## src/rtl/framebuffer_scanout.sv

```systemverilog
// Upscaling framebuffer scanout: replicated BRAM reads, RGB565->RGB888, sync strobes kept aligned.
// Latency MEM_LATENCY+2 cycles from timing inputs to colour/strobes; no backpressure, it follows the raster.
module framebuffer_scanout #(
    parameter int ACTIVE_H_PIXELS = 1280,
    parameter int ACTIVE_LINES    = 720,
    parameter int TOTAL_PIXELS    = 1650,
    parameter int TOTAL_LINES     = 750,
    parameter int FB_WIDTH        = 320,
    parameter int FB_HEIGHT       = 180,
    parameter int SCALE           = 4,
    parameter int MEM_LATENCY     = 2
) (
    input  logic                                   clk_pixel_in,
    input  logic                                   rst_n_in,
    input  logic [$clog2(TOTAL_PIXELS)-1:0]        hcount_in,
    input  logic [$clog2(TOTAL_LINES)-1:0]         vcount_in,
    input  logic                                   hs_in,
    input  logic                                   vs_in,
    input  logic                                   ad_in,
    input  logic                                   nf_in,
    output logic [$clog2(FB_WIDTH*FB_HEIGHT)-1:0]  addr_out,
    output logic                                   rd_en_out,
    input  logic [15:0]                            data_in,
    output logic [7:0]                             red_out,
    output logic [7:0]                             green_out,
    output logic [7:0]                             blue_out,
    output logic                                   hs_out,
    output logic                                   vs_out,
    output logic                                   ad_out,
    output logic                                   nf_out
);
    localparam int HW = $clog2(TOTAL_PIXELS);
    localparam int AW = $clog2(FB_WIDTH * FB_HEIGHT);
    localparam int XW = (FB_WIDTH > 1) ? $clog2(FB_WIDTH) : 1;
    localparam int SW = (SCALE > 1) ? $clog2(SCALE) : 1;
    localparam int DL = MEM_LATENCY + 2;
    localparam logic [HW-1:0] H_LAST   = HW'(ACTIVE_H_PIXELS - 1);
    localparam logic [SW-1:0] S_LAST   = SW'(SCALE - 1);
    localparam logic [AW-1:0] ROW_STEP = AW'(FB_WIDTH);
    localparam logic CFG_OK = (FB_WIDTH * SCALE == ACTIVE_H_PIXELS) && (FB_HEIGHT * SCALE == ACTIVE_LINES);

    typedef enum logic {WAIT_FRAME, SCAN} state_t;

    state_t               state, state_nxt;
    logic                 issue;
    logic [SW-1:0]        sx, sy;
    logic [XW-1:0]        fx;
    logic [AW-1:0]        line_base;
    logic [MEM_LATENCY-1:0] rd_pipe;
    logic [DL-1:0][3:0]   strb_pipe;

    // Vertical position is tracked from end-of-line events, so vcount is not needed.
    logic unused_inputs;
    assign unused_inputs = ^{vcount_in, CFG_OK};

    always_ff @(posedge clk_pixel_in or negedge rst_n_in) begin
        if (!rst_n_in) state <= WAIT_FRAME;
        else           state <= state_nxt;
    end

    always_comb begin
        state_nxt = state;
        issue     = 1'b0;
        case (state)
            WAIT_FRAME: if (nf_in) state_nxt = SCAN;
            SCAN:       issue = ad_in;
            default:    state_nxt = WAIT_FRAME;
        endcase
    end

    always_ff @(posedge clk_pixel_in or negedge rst_n_in) begin
        if (!rst_n_in) begin
            addr_out  <= '0;
            rd_en_out <= 1'b0;
            sx        <= '0;
            fx        <= '0;
            sy        <= '0;
            line_base <= '0;
        end else begin
            rd_en_out <= issue;
            if (issue) begin
                addr_out <= line_base + AW'(fx);
                if (sx == S_LAST) begin
                    sx <= '0;
                    fx <= fx + XW'(1);
                end else begin
                    sx <= sx + SW'(1);
                end
            end else begin
                sx <= '0;
                fx <= '0;
            end
            // A new frame wins over the end-of-line row advance.
            if (nf_in) begin
                sy        <= '0;
                line_base <= '0;
            end else if (issue && hcount_in == H_LAST) begin
                if (sy == S_LAST) begin
                    sy        <= '0;
                    line_base <= line_base + ROW_STEP;
                end else begin
                    sy <= sy + SW'(1);
                end
            end
        end
    end

    always_ff @(posedge clk_pixel_in or negedge rst_n_in) begin
        if (!rst_n_in) begin
            rd_pipe   <= '0;
            strb_pipe <= '0;
            red_out   <= '0;
            green_out <= '0;
            blue_out  <= '0;
        end else begin
            rd_pipe[0] <= rd_en_out;
            for (int k = 1; k < MEM_LATENCY; k++) rd_pipe[k] <= rd_pipe[k-1];
            strb_pipe[0] <= {hs_in, vs_in, ad_in, nf_in};
            for (int k = 1; k < DL; k++) strb_pipe[k] <= strb_pipe[k-1];
            // rd_pipe tail marks data_in words that belong to an issued read.
            if (rd_pipe[MEM_LATENCY-1]) begin
                red_out   <= {data_in[15:11], data_in[15:13]};
                green_out <= {data_in[10:5],  data_in[10:9]};
                blue_out  <= {data_in[4:0],   data_in[4:2]};
            end else begin
                red_out   <= '0;
                green_out <= '0;
                blue_out  <= '0;
            end
        end
    end

    assign hs_out = strb_pipe[DL-1][3];
    assign vs_out = strb_pipe[DL-1][2];
    assign ad_out = strb_pipe[DL-1][1];
    assign nf_out = strb_pipe[DL-1][0];

endmodule

```

## config.mk

```make
export PLATFORM = sky130hd
export DESIGN_NAME = framebuffer_scanout
export DESIGN_NICKNAME = d
export VERILOG_FILES = /design/src/rtl/framebuffer_scanout.sv
export SDC_FILE = /design/constraint.sdc
export NUM_CORES = 1
export LEC_CHECK = 0
export CAP_MARGIN = 10
export CORE_UTILIZATION = 42
export CTS_BUF_LIST = sky130_fd_sc_hd__clkbuf_16
export DETAILED_ROUTE_END_ITERATION = 16
export GPL_TIMING_DRIVEN = 0
export PLACE_DENSITY = 0.75
export SETUP_SLACK_MARGIN = 0.3
export SLEW_MARGIN = 10
export SYNTH_ARGS = -nofsm -noshare
export SYNTH_HDL_FRONTEND = slang
export SYNTH_SLANG_ARGS = --single-unit
```

## constraint.sdc

```tcl
create_clock -name clk_pixel_in -period 1.7 [get_ports clk_pixel_in]
set_input_delay 0.17 -clock clk_pixel_in [delete_from_list [all_inputs] [get_ports clk_pixel_in]]
set_output_delay 0.17 -clock clk_pixel_in [all_outputs]
set_load 0.1 [all_outputs]
```

After elaboration in Yosys (flattened, before gate mapping):

Cells that the tools add are included.

* bits of input ports: 43
* bits in registers: 89

* equality and inequality tests: 4
* reductions and logical operators: 4
* add/subtract/negate cells: 5
* mux-type cells: 16

Operator list (number)
* $mux W16: 3
* $mux W8: 3
* $mux W9: 2
* $add A16 B9 Y16: 1
* $add A16 B9 Y16 const B: 1
* $eq A11 B11 Y1 const B: 1
* $mux W2: 5
* $add A9 B1 Y9 const B: 1
* $add A2 B1 Y2 const B: 2
* $eq A2 B2 Y1 const B: 2
* $reduce_bool A2 Y1: 2
* $mux W1: 3
* $ne A2 B1 Y1 const B: 1
* $reduce_and A2 Y1: 1
* $logic_and A1 B1 Y1: 1

Logic depth before layout (Yosys ltp):

Gate-level depths: netlist (run 1).

* word-level depth: 4
* gate-level depth with buffers: 6
* depth with buffers taken out: 5

Worst setup path before layout (run 1):

No wires, ideal clock.

* path kind: reg2reg
* start point: register sy[0]
* end point: register line_base[9]
* path slack: 0.050 ns
* period minus slack after synthesis: 1.650 ns
* data required time: 1.634 ns
* stages on the path, launching flop included: 7
* arrival: 1.584 ns
* path through: dfrtp_1 > ha_1 > nand4bb_1 > or4_1 > clkbuf_2 > or4_1 > nand2_1

* cells in the longest elaborated chain, start to end: 3

RTL lines
* start: declaration: line 46 `logic [SW-1:0] sx, sy;`
* start signal: assignment: line 102 `sy <= sy + SW'(1);`
* $eq A2 B2 Y1: line 98 `if (sy == S_LAST) begin`
* $reduce_bool A2 Y1 (no line)
* $reduce_and A2 Y1 (no line)
* end signal: assignment: line 100 `line_base <= line_base + ROW_STEP;`
* end: declaration: line 48 `logic [AW-1:0] line_base;`

No other way between the ends.
A chain may end at the register's enable or synchronous reset.

Worst setup path after layout (run 1):

* start point: register sy[1]
* end point: register line_base[10]

Same word-level chain as after synthesis.

==> summary.txt, run 1 <==
Synth
  – Post-Syn Nets: slightly below 300
  – Yosys Warn Count: 0
  – Post-synthesis sequential area ratio: 62.7%
  – Avg Cell Area, Syn: 12.1 sq um
  – Most area-consuming cells after synthesis: dfrtp_1 63%, and2_1 3.6%, ha_1 2.9%, xnor2_1 2.9%, mux2_2 2.6%
  – Synth cell types: 35
  – Mapped Area: around 0.003 sq mm
  – Yosys top cell area share: around 63%
  – Mapped Cells: 247
  – Synth area leader: dfrtp_1
  – Synth Register Bits: 75

Worst setup path
  – CP endpoint kind: flop
  – CP arrival: 2.03 ns
  – Data required, critical path: about 2 ns
  – Startpoint class of the critical path: flop
  – Crit Path Max Fanout: 6
  – Crit path kind: flop to flop

Timing
  – Relative slew slack: 53.1%
  – Achievable frequency: around 570 MHz
  – Finish-stage setup viols: 3
  – Setup ws final: -0.0537 ns
  – Tightest Pin Transition: 0.704 ns
  – Period Utilization, post-route: 103%
  – RSZ-0062 raised after global routing: true
  – Final Max Slew Viols: 0
  – Worst Clk Skew: 0.00729 ns
  – Post-route minimum period: between 1.5 and 2 ns
  – Hold Violations, Final: 0

Global route
  – Vias in the first global route: 2143
  – Total track usage: 17.4%
  – Antenna violations before repair: 0
  – Total gr overflow: 0
  – Largest net degree at the start of global routing: between 40 and 50
  – First-pass GRT wire length: around 9700 microns

Floorplanning
  – Total I/O pin count: 88
  – Die height: slightly below 90 microns
  – Cell Rows: 30
  – Die ar.: 0.00747 sq mm
  – Chip width: between 80 and 90 microns
  – Core Area: 0.00683 sq mm
  – Effective utilization at floorplan: a little over two fifths

Placed design
  – Setup WS pre-CTS: -0.439 ns
  – GPL Wtd Cong: a little over 0.8
  – DP Wirelength: between 4000 and 5000 microns
  – Cells after DPL: between 400 and 500
  – Port bufs: 77

Layout
  – Final #Nets: approximately 410
  – N_diodes: 0
  – Commonest non-fill, non-tap cells in the layout: 67 x dfrtp_1, 31 x buf_2, 25 x buf_4, 23 x clkdlybuf4s50_1, 17 x and2_1
  – Layout cells sized above 1: about two fifths
  – Most common cell after layout, fill and taps aside: dfrtp_1
  – Syn-to-layout area delta: 48.0%
  – Final Non-Filler Cells: around 460

Drt
  – Post-route ant nets: 0
  – Drt first pass iters: 4
  – DRC Markers: 0
  – Vias: around 2200
  – Via density: a little under 5
  – Avg WL per Cell: roughly 14 microns
  – Detailed Route Iter0 Violations: 70
  – Routed WL: ~6200 microns

Power and ir drop
  – VDD IR-drop max: roughly 0.52 mV
  – Leakage power total: roughly 0.0021 uW
  – PD cells: between 900 and 1000 mW/mm^2

Clock network
  – Num CTS Buffers: 9
  – CTS tree: yes
  – Worst skew pair latency: around 0.34 ns
  – CTS sink count: between 70 and 80
  – Clk buf depth: 2
  – Clock Tree Root: clkbuf_16
  – Clock transition at the registers of the reported paths: around 0.060 ns
  – Max H-tree Level: 3

Run status
  – Status: finished, violations left
  – Failing checks: setup timing

Worst hold path
  – HP Class: input port to flop

Run
  – Max_cap viols: 0
-- registers in the layout, summed over array words and instances, names as in the netlist --
register,cells
line_base,10
state,1
nf_out,1
rd_pipe,2
sx,2
fx,9
ad_out,1
sy,2
strb_pipe,12
vs_out,1
hs_out,1
blue_out,5
red_out,5
addr_out,16
green_out,6
rd_en_out,1
-- final cells by class --
cell class	count	area, sq um
tap	96	120
timing repair buffer	98	830
multi-input combinational	152	1170
clock buffer	9	225
inverter	1	3.75
buffer	19	150
fill	527	2400
clock inverter	7	43.8
sequential	75	1890
-- cells in the mapped netlist --
library cell,n
nor3_1,4
or2_2,1
o21bai_1,1
xor2_1,6
o41ai_1,2
ha_1,7
o21ai_0,15
nand2_1,19
nand4bb_1,1
or4_1,7
o211ai_1,1
dfrtp_1,75
clkbuf_1,9
and2_1,17
or4b_1,2
nor3b_1,2
mux2_2,7
buf_2,1
mux2i_1,3
nor2_1,14
nor4b_1,1
buf_4,8
a21oi_1,8
a22o_1,1
inv_1,1
o31ai_1,4
nor2b_1,3
xnor2_1,10
a211oi_1,2
nand3_1,1
a21o_1,1
nand4_1,6
and3_1,3
clkbuf_2,1
or3_1,3
-- cells by family (layout without fill, tap and decap cells) --
logic type / Yosys count / in the layout / share of synthesized area, %
xor gates and xnor gates: 16 / 16 / 4.68
DFF: 75 / 75 / 62.7
muxes: 10 / 10 / 3.64
AOI/OAI and AO/OA: 35 / 35 / 6.98
buffers and inverters: 20 / 134 / 3.59
and+or+nand+nor: 84 / 84 / 15.5
adders and majority gates: 7 / 7 / 2.93
-- what timing repair did --
item,CTS,global route
resized for setup,212,53
hold buffers,1,0
endpoints found under the hold margin,27,0
pin swaps,18,22
setup buffers,15,4
endpoints found under the setup margin,77,41
-- worst max-delay path: stages, from the launching register on --
cell       delay, ns
dfrtp_1         0.36
ha_2            0.19
nand4bb_1       0.10
or4_4           0.43
buf_8           0.14
or4_4           0.41
nand2_2         0.06
-- per-stage QoR --
step                      total power [uW]  hold WS [ns]  utilization (%)  area (sq um)  setup TNS [ns]
after global placement                2440         0.332             57.8          3950         -156.00
final                                 4120         0.147             64.8          4430          -0.133
after floorplan                       2240        -0.126                -          3060               0
after detailed placement              2450         0.107             58.1          3970           -7.38
after CTS                             4150         0.122             62.9          4300          -0.167
after global routing                  4260         0.155             64.8          4430          -0.805
-- path summary, 6_finish.rpt --
kind / startpoint / endpoint / slack, ns / depth (start not counted)
max reg2reg: sy[1] / line_base[10] / -0.05 / 6
min: ad_in / strb_pipe[1] / 0.15 / 1
min reg2reg: strb_pipe[7] / strb_pipe[11] / 0.35 / 0
min in group asynchronous: rst_n_in / red_out[3] / 0.31 / 2
max: sy[1] / line_base[10] / -0.05 / 6
max in group asynchronous: rst_n_in / strb_pipe[9] / 0.85 / 3
-- where the power goes --
part           switching [uW]  leakage (uW)  internal (uW)
sequential               19.2      0.000968           1840
clock                     732      0.000123            978
combinational             395      0.000987            159
total                    1150       0.00208           2980
-- routing by layer --
| layer | part of all wire [%] | global-route usage, % | up-vias |
|---|---|---|---|
| li1 | - | - | 1057 |
| met1 | 44 | 21.1 | 1084 |
| met2 | 48 | 28.1 | 77 |
| met3 | 5.8 | 3.90 | 14 |
| met4 | 2.7 | 11.1 | 0 |
| met5 | 0 | 0 | - |
Power figures use the tool's default switching activity.
==> inputs of run 2 (changes only) <==
--- a/config.mk
+++ b/config.mk
@@ -6,11 +6,14 @@
 export NUM_CORES = 1
 export LEC_CHECK = 0
 export CAP_MARGIN = 10
-export CORE_UTILIZATION = 42
+export CELL_PAD_IN_SITES_DETAIL_PLACEMENT = 1
+export CELL_PAD_IN_SITES_GLOBAL_PLACEMENT = 2
+export CORE_UTILIZATION = 27
 export CTS_BUF_LIST = sky130_fd_sc_hd__clkbuf_16
+export CTS_CLUSTER_SIZE = 30
 export DETAILED_ROUTE_END_ITERATION = 16
 export GPL_TIMING_DRIVEN = 0
-export PLACE_DENSITY = 0.75
+export PLACE_DENSITY_LB_ADDON = 0.1
 export SETUP_SLACK_MARGIN = 0.3
 export SLEW_MARGIN = 10
 export SYNTH_ARGS = -nofsm -noshare
==> run 2 against run 1 <==
  * Worst hold slack better by 0.028 ns
  * Highest routed layer unchanged
  * Cell area is 1.2% lower
  * Cell count is 8.3% higher
  * Critical path depth stayed put
  * The flow still finishes with violations (setup timing)
  * Flip-flop and latch count stayed put
  * Global-route usage is 4.4 points lower
  * Sequential share of layout area is 0.58 points higher
  * Wire length is 11% higher
  * Via count hardly changed
  * Non-clock buffer count is 6 lower
  * Fmax is 0.24% higher
  * Register-to-register slack hardly changed
==> summary.txt, run 2 (same netlist as run 1, synthesis figures left out) <==
Timing
  – Post-route minimum period: 1.75 ns (about the same)
  – Finish-stage setup viols: 3 (unchanged)
  – Achievable frequency: 572 MHz (was 570 MHz)
  – RSZ-0062 raised after global routing: true (unchanged)
  – Hold Violations, Final: 0 (unchanged)
  – Setup ws final: -0.0496 ns (was -0.0537 ns)
  – Worst Clk Skew: 0.00885 ns (was 0.00729 ns)
  – Tightest Pin Transition: 0.651 ns (was 0.704 ns)
  – Period Utilization, post-route: 103% (about the same)
  – Final Max Slew Viols: 0 (unchanged)
  – Setup TNS Final: -0.132 ns (was -0.133 ns)
  – Relative slew slack: 56.6% (was 53.1%)

Layout
  – Final #Nets: 400 (was 406)
  – Commonest non-fill, non-tap cells in the layout: 65 x dfrtp_1, 36 x buf_2, 22 x buf_4, 22 x clkdlybuf4s50_1, 17 x and2_1 (was 67 x dfrtp_1, 31 x buf_2, 25 x buf_4, 23 x clkdlybuf4s50_1, 17 x and2_1)
  – Layout cells sized above 1: 38.0% (was 39.3%)
  – Most common cell after layout, fill and taps aside: dfrtp_1 (unchanged)
  – Largest Register: addr_out (unchanged)
  – Max reg flops: 16 (unchanged)
  – FF+latch area: 0.00189 sq mm (about the same)
  – Area occupied by multi-input gates: 0.00113 sq mm (was 0.00117 sq mm)
  – Fill cell count: 1208 (was 527)
  – Syn-to-layout area delta: 46.2% (was 48.0%)
  – N_diodes: 0 (unchanged)
  – Top Registers: addr_out x16, strb_pipe x12, line_base x10 (unchanged)

Drt
  – Vias: 2231 (was 2232)
  – Routed WL: 6870 microns (was 6190 microns)
  – Via density: 4.51 (was 4.88)
  – Avg WL per Cell: 13.9 microns (was 13.5 microns)
  – Post-route ant nets: 0 (unchanged)
  – Drt first pass iters: 4 (unchanged)
  – Detailed Route Iter0 Violations: 34 (was 70)
  – DRC Markers: 0 (unchanged)

Global route
  – First-pass GRT wire length: 11400 microns (was 9730 microns)
  – Largest net degree at the start of global routing: 59 (was 49)
  – Vias in the first global route: 2214 (was 2143)
  – Total gr overflow: 0 (unchanged)
  – Total track usage: 13.0% (was 17.4%)
  – Antenna violations before repair: 0 (unchanged)

Run status
  – Failing checks: setup timing (unchanged)
  – Status: finished, violations left (unchanged)

Worst setup path
  – Crit path kind: flop to flop (unchanged)
  – R2R cell count: 6 (unchanged)
  – Max incr delay on CP: 0.42 ns (was 0.43 ns)
  – Startpoint class of the critical path: flop (unchanged)
  – CP arrival: 2.02 ns (was 2.03 ns)
  – Crit Path Max Fanout: 8 (was 6)
  – CP dominant cell by count: or4_4 (unchanged)
  – CP cell instances: ha_2 -> nand4bb_1 -> or4_4 -> buf_6 -> or4_4 -> nand2_2 (was ha_2 -> nand4bb_1 -> or4_4 -> buf_8 -> or4_4 -> nand2_2)
  – Data required, critical path: 1.97 ns (was 1.98 ns)
  – CP endpoint kind: flop (unchanged)
  – Worst path slowest cell: or4_4 (unchanged)

Power and ir drop
  – Overall Power: 4370 uW (was 4120 uW)
  – Switching share of power: 27.9% (was 27.8%)
  – VDD IR-drop max: 0.430 mV (was 0.519 mV)
  – PD cells: 999 mW/mm^2 (was 931 mW/mm^2)
  – Pint: 3150 uW (was 2980 uW)
  – Leakage power total: 0.00201 uW (was 0.00208 uW)
  – NetSw: 1220 uW (was 1150 uW)
  – Clock power frac: 44.9% (was 41.5%)
  – Seq pwr share: 42.5% (was 45.1%)
  – Power share of the combinational group: 12.5% (was 13.4%)

Floorplanning
  – Cell Rows: 38 (was 30)
  – Die height: 107 microns (was 86.4 microns)
  – Effective utilization at floorplan: 27.6% (was 43.8%)
  – Total I/O pin count: 88 (unchanged)
  – Core Area: 0.0108 sq mm (was 0.00683 sq mm)
  – Die ar.: 0.0115 sq mm (was 0.00747 sq mm)
  – Chip width: 107 microns (was 86.4 microns)

Clock network
  – Max H-tree Level: 3 (unchanged)
  – CTS sink count: 75 (unchanged)
  – Clk buf depth: 2 (unchanged)
  – Num CTS Buffers: 9 (unchanged)
  – Worst skew pair latency: 0.33 ns (was 0.34 ns)
  – Clock transition at the registers of the reported paths: 0.06 ns (about the same)
  – CTS tree: yes (unchanged)
  – Clock Tree Root: clkbuf_16 (unchanged)

Worst hold path
  – HP Class: input port to flop (unchanged)
  – Hold Path Depth: 1 (unchanged)

Placed design
  – Port bufs: 77 (unchanged)
  – Setup WS pre-CTS: -0.514 ns (was -0.439 ns)
  – GPL Wtd Cong: 0.670 (was 0.810)
  – DP Wirelength: 4620 microns (was 4060 microns)

Run
  – Max_cap viols: 0 (unchanged)
[run 2: cell types whose count changed in the layout (fill, tap and decap cells not counted), moves of 4 or more]
cell	before	now
clkdlybuf4s15_2	8	1
dlygate4sd2_1	1	8
dlymetal6s2s_1	7	1
buf_2	31	36
a21oi_1	2	6
a21oi_2	6	2
[run 2: power by group through the flow]
stage	clock [uW]	combinational [uW]	sequential (uW)
floorplan	0	141	2100
global placement	0	557	1890
detailed placement	0	567	1890
CTS	2040	550	1860
global route	2130	579	1860
finish	1960	548	1860
[run 2: layout make-up]
class                   count  share of cell area (%)
flip-flops and latches     75                    43.2
multi-input cells         152                    25.9
repair buffers             92                    16.4
clock buffers               9                    5.15
well taps                 140                    4.00
plain buffers              19                    3.43
clock inverters             7                    1.89
inverters                   1                  0.0858
[run 2: path summary, 6_finish.rpt]
path | from | endpoint | slack, ns
max in group asynchronous | rst_n_in | line_base[8] | 0.85
min | ad_in | strb_pipe[1] | 0.18
min reg2reg | strb_pipe[4] | strb_pipe[8] | 0.34
max reg2reg | sy[0] | line_base[10] | -0.05
min in group asynchronous | rst_n_in | strb_pipe[10] | 0.26
max | sy[0] | line_base[10] | -0.05
[run 2: metrics by stage]
stage                     utilization (%)  instance area [sq um]  cells  hold WS, ns
final                                40.4                   4380    495        0.175
after global routing                 40.4                   4380    495        0.172
after CTS                            39.8                   4320    488        0.164
after detailed placement             37.1                   4030    465       0.0652
after global placement               36.9                   4000    464        0.333
after floorplan                         -                   3060    247       -0.126
[run 2: critical path, delay by kind of cell, from the launching register on]
family                   cells  cell delay, ns
AND/OR/NAND/NOR              4            0.99
flip-flops                   1            0.36
buffers and inverters        1            0.15
adder cells (fa/ha/maj)      1            0.19
[run 2: timing repair]
action	4_1_cts	5_1_grt
gates resized for setup	222	48
hold endpoints to repair	17	0
buffers inserted	5	7
setup endpoints to repair	77	50
hold buffers	1	0
gates cloned	1	0
pin swaps	14	11
[run 2: metal layers]
metal	routed length (microns)	vias to the layer above	share of wire, %	track usage [%]
met3	470	5	6.8	3.69
met2	3060	71	45	19.0
met4	70	0	1.0	4.40
met5	0	-	0	0
li1	-	1060	-	-
met1	3270	1095	48	18.2
